**config.mk**
```make
export PLATFORM = sky130hd
export DESIGN_NAME = conv_engine_param_flat
export DESIGN_NICKNAME = d
export VERILOG_FILES = /design/src/rtl/conv_engine_param_if.sv /design/src/rtl/conv_engine_param.sv /design/src/flat_wrapper.sv
export SDC_FILE = /design/constraint.sdc
export NUM_CORES = 1
export LEC_CHECK = 0
export BUFFER_PORTS_ARGS = -buffer_cell sky130_fd_sc_hd__buf_2
export CAP_MARGIN = 20
export CELL_PAD_IN_SITES_DETAIL_PLACEMENT = 1
export CELL_PAD_IN_SITES_GLOBAL_PLACEMENT = 1
export CORE_MARGIN = 2
export CORE_UTILIZATION = 48
export CTS_BUF_LIST = sky130_fd_sc_hd__clkbuf_8
export DETAILED_ROUTE_END_ITERATION = 6
export PLACE_DENSITY = 0.86
export SYNTH_ARGS = -nofsm -noshare
export SYNTH_HDL_FRONTEND = slang
export SYNTH_SLANG_ARGS = --single-unit
```
**constraint.sdc**
```tcl
create_clock -name clk -period 8.6 [get_ports clk]
set_input_delay 0.43 -clock clk [delete_from_list [all_inputs] [get_ports clk]]
set_output_delay 0.43 -clock clk [all_outputs]
set_load 0.005 [all_outputs]
```
**src/rtl/conv_engine_param_if.sv**
```systemverilog
// Memory-side bus of conv_engine_param: X and Y read ports plus the Z write port.
// The engine takes the master modport; the memory subsystem takes the slave modport.
interface conv_engine_param_if #(
  parameter int DATA_W   = 8,
  parameter int ADDR_X_W = 5,
  parameter int ADDR_Y_W = 5,
  parameter int ADDR_Z_W = 6,
  parameter int ACC_W    = 24
);
  logic [ADDR_X_W-1:0] mem_x_addr_o;
  logic                mem_x_rd_o;
  logic [DATA_W-1:0]   mem_x_data_i;
  logic [ADDR_Y_W-1:0] mem_y_addr_o;
  logic                mem_y_rd_o;
  logic [DATA_W-1:0]   mem_y_data_i;
  logic [ADDR_Z_W-1:0] mem_z_addr_o;
  logic [ACC_W-1:0]    mem_z_data_o;
  logic                mem_z_wr_o;

  modport master (
    output mem_x_addr_o, mem_x_rd_o, input mem_x_data_i,
    output mem_y_addr_o, mem_y_rd_o, input mem_y_data_i,
    output mem_z_addr_o, mem_z_data_o, mem_z_wr_o
  );

  modport slave (
    input mem_x_addr_o, mem_x_rd_o, output mem_x_data_i,
    input mem_y_addr_o, mem_y_rd_o, output mem_y_data_i,
    input mem_z_addr_o, mem_z_data_o, mem_z_wr_o
  );
endinterface

```
**src/rtl/conv_engine_param.sv**
```systemverilog
// 1-D convolution engine Z[i] = sum_k X[k]*Y[i-k] with runtime sizes and a signed MAC.
// Optional feature macro CONV_ABORT_EN adds abort_i (abort to DONE with error, no write).
module conv_engine_param #(
  parameter int DATA_W   = 8,
  parameter int ADDR_X_W = 5,
  parameter int ADDR_Y_W = 5,
  parameter int ADDR_Z_W = 6,
  parameter int ACC_W    = 24,
  parameter int MEM_LAT  = 1
) (
  input  logic                clk,
  input  logic                rst,
  input  logic                start_i,
  input  logic [ADDR_X_W-1:0] size_x_i,
  input  logic [ADDR_Y_W-1:0] size_y_i,
`ifdef CONV_ABORT_EN
  input  logic                abort_i,
`endif
  output logic                busy_o,
  output logic                done_o,
  output logic                err_o,
  conv_engine_param_if.master mem
);

  typedef enum logic [2:0] {
    S_IDLE, S_INIT, S_ISSUE, S_DRAIN, S_WRITE, S_NEXT, S_DONE
  } state_t;

  localparam logic [ADDR_Z_W-1:0] ONE_Z = {{(ADDR_Z_W-1){1'b0}}, 1'b1};

  state_t              r_state;
  state_t              w_state_nxt;
  logic [ADDR_X_W-1:0] r_sx;
  logic [ADDR_Y_W-1:0] r_sy;
  logic [ADDR_Z_W-1:0] r_i, r_k, r_k_hi;
  logic [1:0]          r_cnt;
  logic [MEM_LAT-1:0]  r_vld;
  logic [ACC_W-1:0]    r_acc;
  logic [ADDR_X_W-1:0] r_x_addr;
  logic [ADDR_Y_W-1:0] r_y_addr;
  logic [ADDR_Z_W-1:0] r_z_addr;
  logic [ACC_W-1:0]    r_z_data;
  logic                r_rd, r_z_wr, r_busy, r_done, r_err;

  logic                w_abort;
  logic                w_size_bad;
  logic [ADDR_Z_W-1:0] w_sx_z, w_sy_z, w_n_out, w_i_inc, w_i_p1, w_k_lo, w_k_hi;
  logic signed [2*DATA_W-1:0] w_prod;
  logic [ACC_W-1:0]    w_acc_nxt;

`ifdef CONV_ABORT_EN
  assign w_abort = abort_i && (r_state != S_IDLE) && (r_state != S_DONE);
`else
  assign w_abort = 1'b0;
`endif

  assign w_size_bad = (size_x_i == {ADDR_X_W{1'b0}}) || (size_y_i == {ADDR_Y_W{1'b0}});
  assign w_sx_z     = ADDR_Z_W'(r_sx);
  assign w_sy_z     = ADDR_Z_W'(r_sy);
  assign w_n_out    = w_sx_z + w_sy_z - ONE_Z;
  assign w_i_inc    = r_i + ONE_Z;
  assign w_i_p1     = w_i_inc + ONE_Z;
  // First and last valid X index for the upcoming output sample.
  assign w_k_lo     = (w_i_p1 > w_sy_z) ? (w_i_p1 - w_sy_z) : {ADDR_Z_W{1'b0}};
  assign w_k_hi     = (w_i_inc < (w_sx_z - ONE_Z)) ? w_i_inc : (w_sx_z - ONE_Z);
  assign w_prod     = $signed(mem.mem_x_data_i) * $signed(mem.mem_y_data_i);
  assign w_acc_nxt  = r_vld[MEM_LAT-1] ? (r_acc + ACC_W'(w_prod)) : r_acc;

  // State register.
  always_ff @(posedge clk) begin
    if (rst) begin
      r_state <= S_IDLE;
    end else begin
      r_state <= w_state_nxt;
    end
  end

  // Next-state decode.
  always_comb begin
    w_state_nxt = r_state;
    case (r_state)
      S_IDLE: begin
        if (start_i) begin
          w_state_nxt = w_size_bad ? S_DONE : S_INIT;
        end else begin
          w_state_nxt = S_IDLE;
        end
      end
      S_INIT:  w_state_nxt = S_ISSUE;
      S_ISSUE: w_state_nxt = (r_k == r_k_hi) ? S_DRAIN : S_ISSUE;
      S_DRAIN: w_state_nxt = (r_cnt == 2'(MEM_LAT - 1)) ? S_WRITE : S_DRAIN;
      S_WRITE: w_state_nxt = S_NEXT;
      S_NEXT:  w_state_nxt = (w_i_inc == w_n_out) ? S_DONE : S_ISSUE;
      S_DONE:  w_state_nxt = S_IDLE;
      default: w_state_nxt = S_IDLE;
    endcase
    if (w_abort) begin
      w_state_nxt = S_DONE;
    end else begin
      w_state_nxt = w_state_nxt;
    end
  end

  // Datapath, MAC and registered outputs; outputs trail the state by one cycle.
  always_ff @(posedge clk) begin
    if (rst) begin
      r_sx <= '0; r_sy <= '0; r_i <= '0; r_k <= '0; r_k_hi <= '0;
      r_cnt <= 2'd0; r_vld <= '0; r_acc <= '0;
      r_x_addr <= '0; r_y_addr <= '0; r_z_addr <= '0; r_z_data <= '0;
      r_rd <= 1'b0; r_z_wr <= 1'b0; r_busy <= 1'b0; r_done <= 1'b0; r_err <= 1'b0;
    end else begin
      r_rd   <= 1'b0;
      r_z_wr <= 1'b0;
      r_busy <= (r_state != S_IDLE) && (r_state != S_DONE);
      r_done <= (r_state == S_DONE);
      r_acc  <= w_acc_nxt;
      // Valid pipeline follows the strobe the memory actually sees.
      r_vld[0] <= r_rd;
      for (int j = 1; j < MEM_LAT; j++) begin
        r_vld[j] <= r_vld[j-1];
      end
      case (r_state)
        S_IDLE: begin
          if (start_i) begin
            r_sx  <= size_x_i;
            r_sy  <= size_y_i;
            r_err <= w_size_bad;
          end
        end
        S_INIT: begin
          r_i <= '0; r_k <= '0; r_k_hi <= '0; r_acc <= '0;
        end
        S_ISSUE: begin
          r_rd     <= !w_abort;
          r_x_addr <= ADDR_X_W'(r_k);
          r_y_addr <= ADDR_Y_W'(r_i - r_k);
          r_k      <= r_k + ONE_Z;
          r_cnt    <= 2'd0;
        end
        S_DRAIN: r_cnt <= r_cnt + 2'd1;
        S_WRITE: begin
          r_z_wr   <= !w_abort;
          r_z_addr <= r_i;
          r_z_data <= w_acc_nxt;
        end
        S_NEXT: begin
          r_i <= w_i_inc; r_k <= w_k_lo; r_k_hi <= w_k_hi; r_acc <= '0;
        end
        default: ;
      endcase
      if (w_abort) begin
        r_err <= 1'b1;
        r_vld <= '0;
      end
    end
  end

  assign mem.mem_x_addr_o = r_x_addr;
  assign mem.mem_x_rd_o   = r_rd;
  assign mem.mem_y_addr_o = r_y_addr;
  assign mem.mem_y_rd_o   = r_rd;
  assign mem.mem_z_addr_o = r_z_addr;
  assign mem.mem_z_data_o = r_z_data;
  assign mem.mem_z_wr_o   = r_z_wr;
  assign busy_o = r_busy;
  assign done_o = r_done;
  assign err_o  = r_err;

endmodule

```
**src/flat_wrapper.sv**
```systemverilog
// flat-port wrapper written by rule: the top's interface ports become plain ports
module conv_engine_param_flat 
#(
  parameter int DATA_W   = 8,
  parameter int ADDR_X_W = 5,
  parameter int ADDR_Y_W = 5,
  parameter int ADDR_Z_W = 6,
  parameter int ACC_W    = 24,
  parameter int MEM_LAT  = 1
)
  (clk, rst, start_i, size_x_i, size_y_i, busy_o, done_o, err_o, mem_mem_x_addr_o, mem_mem_x_rd_o, mem_mem_x_data_i, mem_mem_y_addr_o, mem_mem_y_rd_o, mem_mem_y_data_i, mem_mem_z_addr_o, mem_mem_z_data_o, mem_mem_z_wr_o);
  conv_engine_param_if #(.DATA_W(DATA_W), .ADDR_X_W(ADDR_X_W), .ADDR_Y_W(ADDR_Y_W), .ADDR_Z_W(ADDR_Z_W), .ACC_W(ACC_W)) mem_i ();
  input  logic clk;
  input  logic rst;
  input  logic start_i;
  input  logic [ADDR_X_W-1:0] size_x_i;
  input  logic [ADDR_Y_W-1:0] size_y_i;
  output logic busy_o;
  output logic done_o;
  output logic err_o;
  output wire logic [$bits(mem_i.mem_x_addr_o)-1:0] mem_mem_x_addr_o;
  output wire logic [$bits(mem_i.mem_x_rd_o)-1:0] mem_mem_x_rd_o;
  input wire logic [$bits(mem_i.mem_x_data_i)-1:0] mem_mem_x_data_i;
  output wire logic [$bits(mem_i.mem_y_addr_o)-1:0] mem_mem_y_addr_o;
  output wire logic [$bits(mem_i.mem_y_rd_o)-1:0] mem_mem_y_rd_o;
  input wire logic [$bits(mem_i.mem_y_data_i)-1:0] mem_mem_y_data_i;
  output wire logic [$bits(mem_i.mem_z_addr_o)-1:0] mem_mem_z_addr_o;
  output wire logic [$bits(mem_i.mem_z_data_o)-1:0] mem_mem_z_data_o;
  output wire logic [$bits(mem_i.mem_z_wr_o)-1:0] mem_mem_z_wr_o;
  assign mem_mem_x_addr_o = mem_i.mem_x_addr_o;
  assign mem_mem_x_rd_o = mem_i.mem_x_rd_o;
  assign mem_i.mem_x_data_i = mem_mem_x_data_i;
  assign mem_mem_y_addr_o = mem_i.mem_y_addr_o;
  assign mem_mem_y_rd_o = mem_i.mem_y_rd_o;
  assign mem_i.mem_y_data_i = mem_mem_y_data_i;
  assign mem_mem_z_addr_o = mem_i.mem_z_addr_o;
  assign mem_mem_z_data_o = mem_i.mem_z_data_o;
  assign mem_mem_z_wr_o = mem_i.mem_z_wr_o;
  conv_engine_param #(.DATA_W(DATA_W), .ADDR_X_W(ADDR_X_W), .ADDR_Y_W(ADDR_Y_W), .ADDR_Z_W(ADDR_Z_W), .ACC_W(ACC_W), .MEM_LAT(MEM_LAT)) u_core (.clk(clk), .rst(rst), .start_i(start_i), .size_x_i(size_x_i), .size_y_i(size_y_i), .busy_o(busy_o), .done_o(done_o), .err_o(err_o), .mem(mem_i));
endmodule
```
# Yosys cells after proc, flatten, opt, wreduce, memory -nomap -nowiden
# Index checks and enable logic that the tools add are counted.
[totals]
reg_bits = 103
input_bits = 29
[classes]
mux = 15
multipliers = 1
n_eq_ne = 9
n_reduce_logical = 12
add_sub_neg = 10
magnitude_cmp = 2
[ops]
columns = ["operator", "n"]
rows = [
  ["24-bit adder", 1],
  ["24-bit 2-to-1 mux", 1],
  ["6-bit case mux with 2 select lines", 2],
  ["6-bit by 1-bit adder with 6-bit output (second input constant)", 3],
  ["3-bit case mux with 6 select lines", 1],
  ["6-bit case mux with 3 select lines", 1],
  ["8-bit by 8-bit multiplier with 16-bit output", 1],
  ["6-bit == test", 2],
  ["3-bit 2-to-1 mux", 4],
  ["6-bit 2-to-1 mux", 2],
  ["5-bit zero test", 2],
  ["3-bit == test (second input constant)", 3],
  ["5-bit by 5-bit adder with 6-bit output", 1],
  ["3-bit by 2-bit == test with 1-bit output (second input constant)", 2],
  ["6-bit by 5-bit greater-than comparator with 1-bit output", 1],
  ["6-bit < comparator", 1],
  ["3-bit nonzero test", 2],
  ["5-bit by 1-bit subtractor with 6-bit output (second input constant)", 1],
  ["6-bit by 1-bit subtractor with 6-bit output (second input constant)", 1],
  ["6-bit by 5-bit subtractor with 6-bit output", 1],
  ["5-bit subtractor", 1],
  ["2-bit case mux with 2 select lines", 1],
  ["2-bit nonzero test", 2],
  ["3-bit by 1-bit == test with 1-bit output (second input constant)", 1],
  ["9 further kinds", 11],
]

# Depth between registers and ports, before layout
[depth]
depth_word = 5
depth_mapped = 27

# Least setup slack after synthesis
# No wires, ideal clock.
[synth_path]
path_type = "input port to flip-flop"
from = "in mem_mem_y_data_i[3]"
to = "reg u_core.r_z_data[23], in the netlist u_core.mem.mem_z_data_o[23]"
arrival_time_ns = 6.522
path_slack_ns = 1.990
cell_stages = 23
required_time_ns = 8.512
setup_time_ns = 0.088
cell_sequence = "and2_1 fa_1 inv_1 fa_1 inv_1 fa_1 inv_1 fa_1 inv_1 ha_1 and3_1 a31oi_1 a21oi_1 xnor2_1 ha_1 a21o_1 o21a_1 a2111oi_4 a311oi_2 o22ai_2 xor2_1 or3_1 a311oi_2"
[synth_between]
elab_chain_len = 3
[synth_rtl]
columns = ["item", "line", "text"]
rows = [
  ["start: declaration", "flat_wrapper.sv:26", "input wire logic [$bits(mem_i.mem_y_data_i)-1:0] mem_mem_y_data_i;"],
  ["8-bit by 8-bit multiplier with 16-bit output", "conv_engine_param.sv:66", "assign w_prod = $signed(mem.mem_x_data_i) * $signed(mem.mem_y_data_i);"],
  ["24-bit adder", "conv_engine_param.sv:67", "assign w_acc_nxt = r_vld[MEM_LAT-1] ? (r_acc + ACC_W'(w_prod)) : r_acc;"],
  ["24-bit 2-to-1 mux", "conv_engine_param.sv:67", ""],
  ["end signal: assignment", "conv_engine_param.sv:144", "r_z_data <= w_acc_nxt;"],
  ["end: declaration", "conv_engine_param.sv:42", "logic [ACC_W-1:0] r_z_data;"],
]
# Every way passes these cells.
# A chain may end at the register's enable or synchronous reset.

# Worst setup path after layout
# Ends and elaborated chain as after synthesis.

==> results.txt <==
outcome - complete, no violations
die outline height - 138 µm
synthesized instance count - 1009
Yosys cell types - 68
width of the die - 138 µm
post-synth top area cell - dfxtp_1
Num CTS Buffers - 9
Port Buffer Count - 74
ys flop type - dfxtp_1
Max Cap Viol - 0
area grow syn2layout - 9.06%
Synth top area share - 23.9%
Crit. End Element - flop
Worst setup SP type - primary input
1st-pass router iterations - 4
vias per cell - 5.47
Routed WL - 21600 µm
endpoints failing hold - 0
busiest grt layer - met2
CTS resizes - 0
GPL Wtd Cong - 0.861
worst hold margin - 274 ps
Core Box Area - 17400 µm²
FMAX - 151 MHz
syn nets - 1178
kind of critical path - primary input to flop
H-tree levels - 3
DP HPWL - 17400 µm
Slew Viols, Final - 0
count leader, synth - inv_1
clk sinks - 103
first-pass GRT wire length - 36700 µm
gr ovfl total - 0
Global Route Usage Sum - 24.1%
Area contributors post-synth - dfxtp_1 (24%), fa_1 (14%), ha_1 (12%)
R2R Setup Slk - 4960 ps
HP Class - primary input to flop
Routed wire per std cell - 16.7 µm
# DRC - 0
flops & latches, synth - 103
Critical Path RT - 8920 ps
register area share after synthesis - 23.9%
starting DRC count in detailed routing - 437
largest net degree at the start of global routing - 76
postcts setup bufs - 0
antenna-violating nets left - 0
Starting Density - 49.5%
RSZ-0062 raised after global routing - false
number of synthesized flops with an enable pin - 0
Worst Path Max Fanout - 10
IO Count - 75
clk buf depth - 2
Setup Skew - 11.4 ps
synth warn - 0
grt met3 use - 3.22%
CTS tree - yes
nets@finish - 1234
ys async rst share - 0%
initial antenna violation count - 0
layout cell share with drive strength beyond 1 - 11.6%
Commonest cells post-synth - inv_1 (133), dfxtp_1 (103), nor2_1 (85), nand2_1 (84), ha_1 (81)
P_leak - 4.36 nW
pre-CTS setup slack - 1600 ps
Worst EP arrival - 6920 ps
post-route setup slack - 2000 ps
CTS root buf - clkbuf_8
Final Cycle Share - 76.8%
worst slew pin tran - 946 ps
Vias - 7085
Worst-path clk slew - 100 ps
post-place instance area - 9170 µm²
Power Dens Cells - 298 nW/µm²
FP Rows - 48
GRT met1 Usage - 31.6%
post-route cell area - 9400 µm²
Antenna Cells - 0
hold-fix buffers at CTS - 0
Avg Cell Area, Syn - 8.54 µm²
Slew Limit Headroom - 36.9%
synthesized area - 8620 µm²
setup_tns - 0 ps
vias in the first global route - 7463
total die area - 19000 µm²
Worst IR Drop VDD - 0.000191 V
Final setup viols - 0
min Tclk post-route - 6600 ps
Skew-Pair Late Insertion Delay - 400 ps
GR Layer Usage met2 - 42.1%
## state kept, by name (all words and copies together) (netlist names)
signal                   flops
u_core.r_sx                  5
u_core.r_i                   6
u_core.busy_o                1
u_core.mem.mem_z_wr_o        1
u_core.r_state               3
u_core.err_o                 1
u_core.r_sy                  5
u_core.r_k                   6
u_core.mem.mem_y_addr_o      5
u_core.r_acc                24
u_core.mem.mem_z_data_o     24
u_core.r_k_hi                6
u_core.mem.mem_x_rd_o        1
u_core.r_vld                 1
u_core.mem.mem_x_addr_o      5
u_core.r_cnt                 2
u_core.done_o                1
u_core.mem.mem_z_addr_o      6
## per-layer routing
metal  vias to the layer above  share of wire, %
met5                         -                 0
met2                       114                51
met4                         0               1.1
met1                      3477                45
met3                        26               3.0
li1                       3468                 -
## power breakdown
group	internal, W	total [W]	switching (W)
registers	0.000506	0.000535	0.0000286
clock network	0.000167	0.000353	0.000186
logic	0.000788	0.00191	0.00112
## metrics by stage
step | total power (W) | std cells | utilization (%)
5_1_grt | 0.00306 | 1295 | 54.0
4_1_cts | 0.00281 | 1295 | 54.0
6_report | 0.00280 | 1295 | 54.0
3_3_place_gp | 0.00234 | 1278 | 52.6
2_1_floorplan | 0.00202 | 1009 | -
3_5_place_dp | 0.00244 | 1279 | 52.7
## final cells by class
class,instances,area (µm²)
Clock buffer,9,124
Clock inverter,7,104
Fill cell,2123,8020
Inverter,133,499
Multi-Input combinational cell,738,5900
Sequential cell,103,2060
Tap cell,225,282
Timing Repair Buffer,80,423
## cells in the final DEF (no fill, tap or decap), types with 7 or more instances in the layout
cell | synthesis | layout
nand2b_1 | 13 | 13
fa_1 | 59 | 59
a31oi_1 | 7 | 7
ha_1 | 81 | 81
a21o_1 | 22 | 22
nor2_1 | 85 | 85
nand2_1 | 84 | 84
and2_1 | 47 | 46
nor3_1 | 15 | 15
a22o_1 | 7 | 7
clkbuf_8 | 0 | 9
dfxtp_1 | 103 | 103
a211oi_1 | 29 | 29
buf_2 | 2 | 74
nor2b_1 | 14 | 14
mux2i_1 | 19 | 19
a21oi_1 | 72 | 72
o21a_1 | 7 | 7
o21ai_0 | 16 | 16
nand3_1 | 16 | 16
xor2_1 | 19 | 19
xnor2_1 | 43 | 43
inv_1 | 133 | 133
## critical path: stages
cell,delay (ps)
buf_2,140
and2_1,210
fa_1,630
inv_1,160
fa_1,550
inv_1,60
fa_1,530
inv_1,60
fa_1,530
inv_1,50
ha_1,340
and3_1,200
a31oi_1,280
a21oi_1,130
xnor2_1,140
buf_4,190
ha_1,400
a21o_1,250
o21a_1,230
a2111oi_4,390
a311oi_2,180
o22ai_2,130
xor2_1,100
or3_1,360
a311oi_2,260
## cell families after synthesis
family          share of synthesized area, %
xor+xnor                                6.68
fa+ha+maj                               25.5
buf+inv                                 7.57
mux                                     2.73
compound gates                          16.5
simple gates                            17.2
flops                                   23.9
## worst paths after layout
kind,from,to,cells after the start
max,mem_mem_y_data_i[3],u_core.mem.mem_z_data_o[23],25
min,size_x_i[1],u_core.r_sx[1],3
max reg2reg,u_core.r_i[0],u_core.r_k[5],13
min reg2reg,u_core.mem.mem_y_addr_o[4],u_core.mem.mem_y_addr_o[4],2
(Power assumes the default switching activity.)
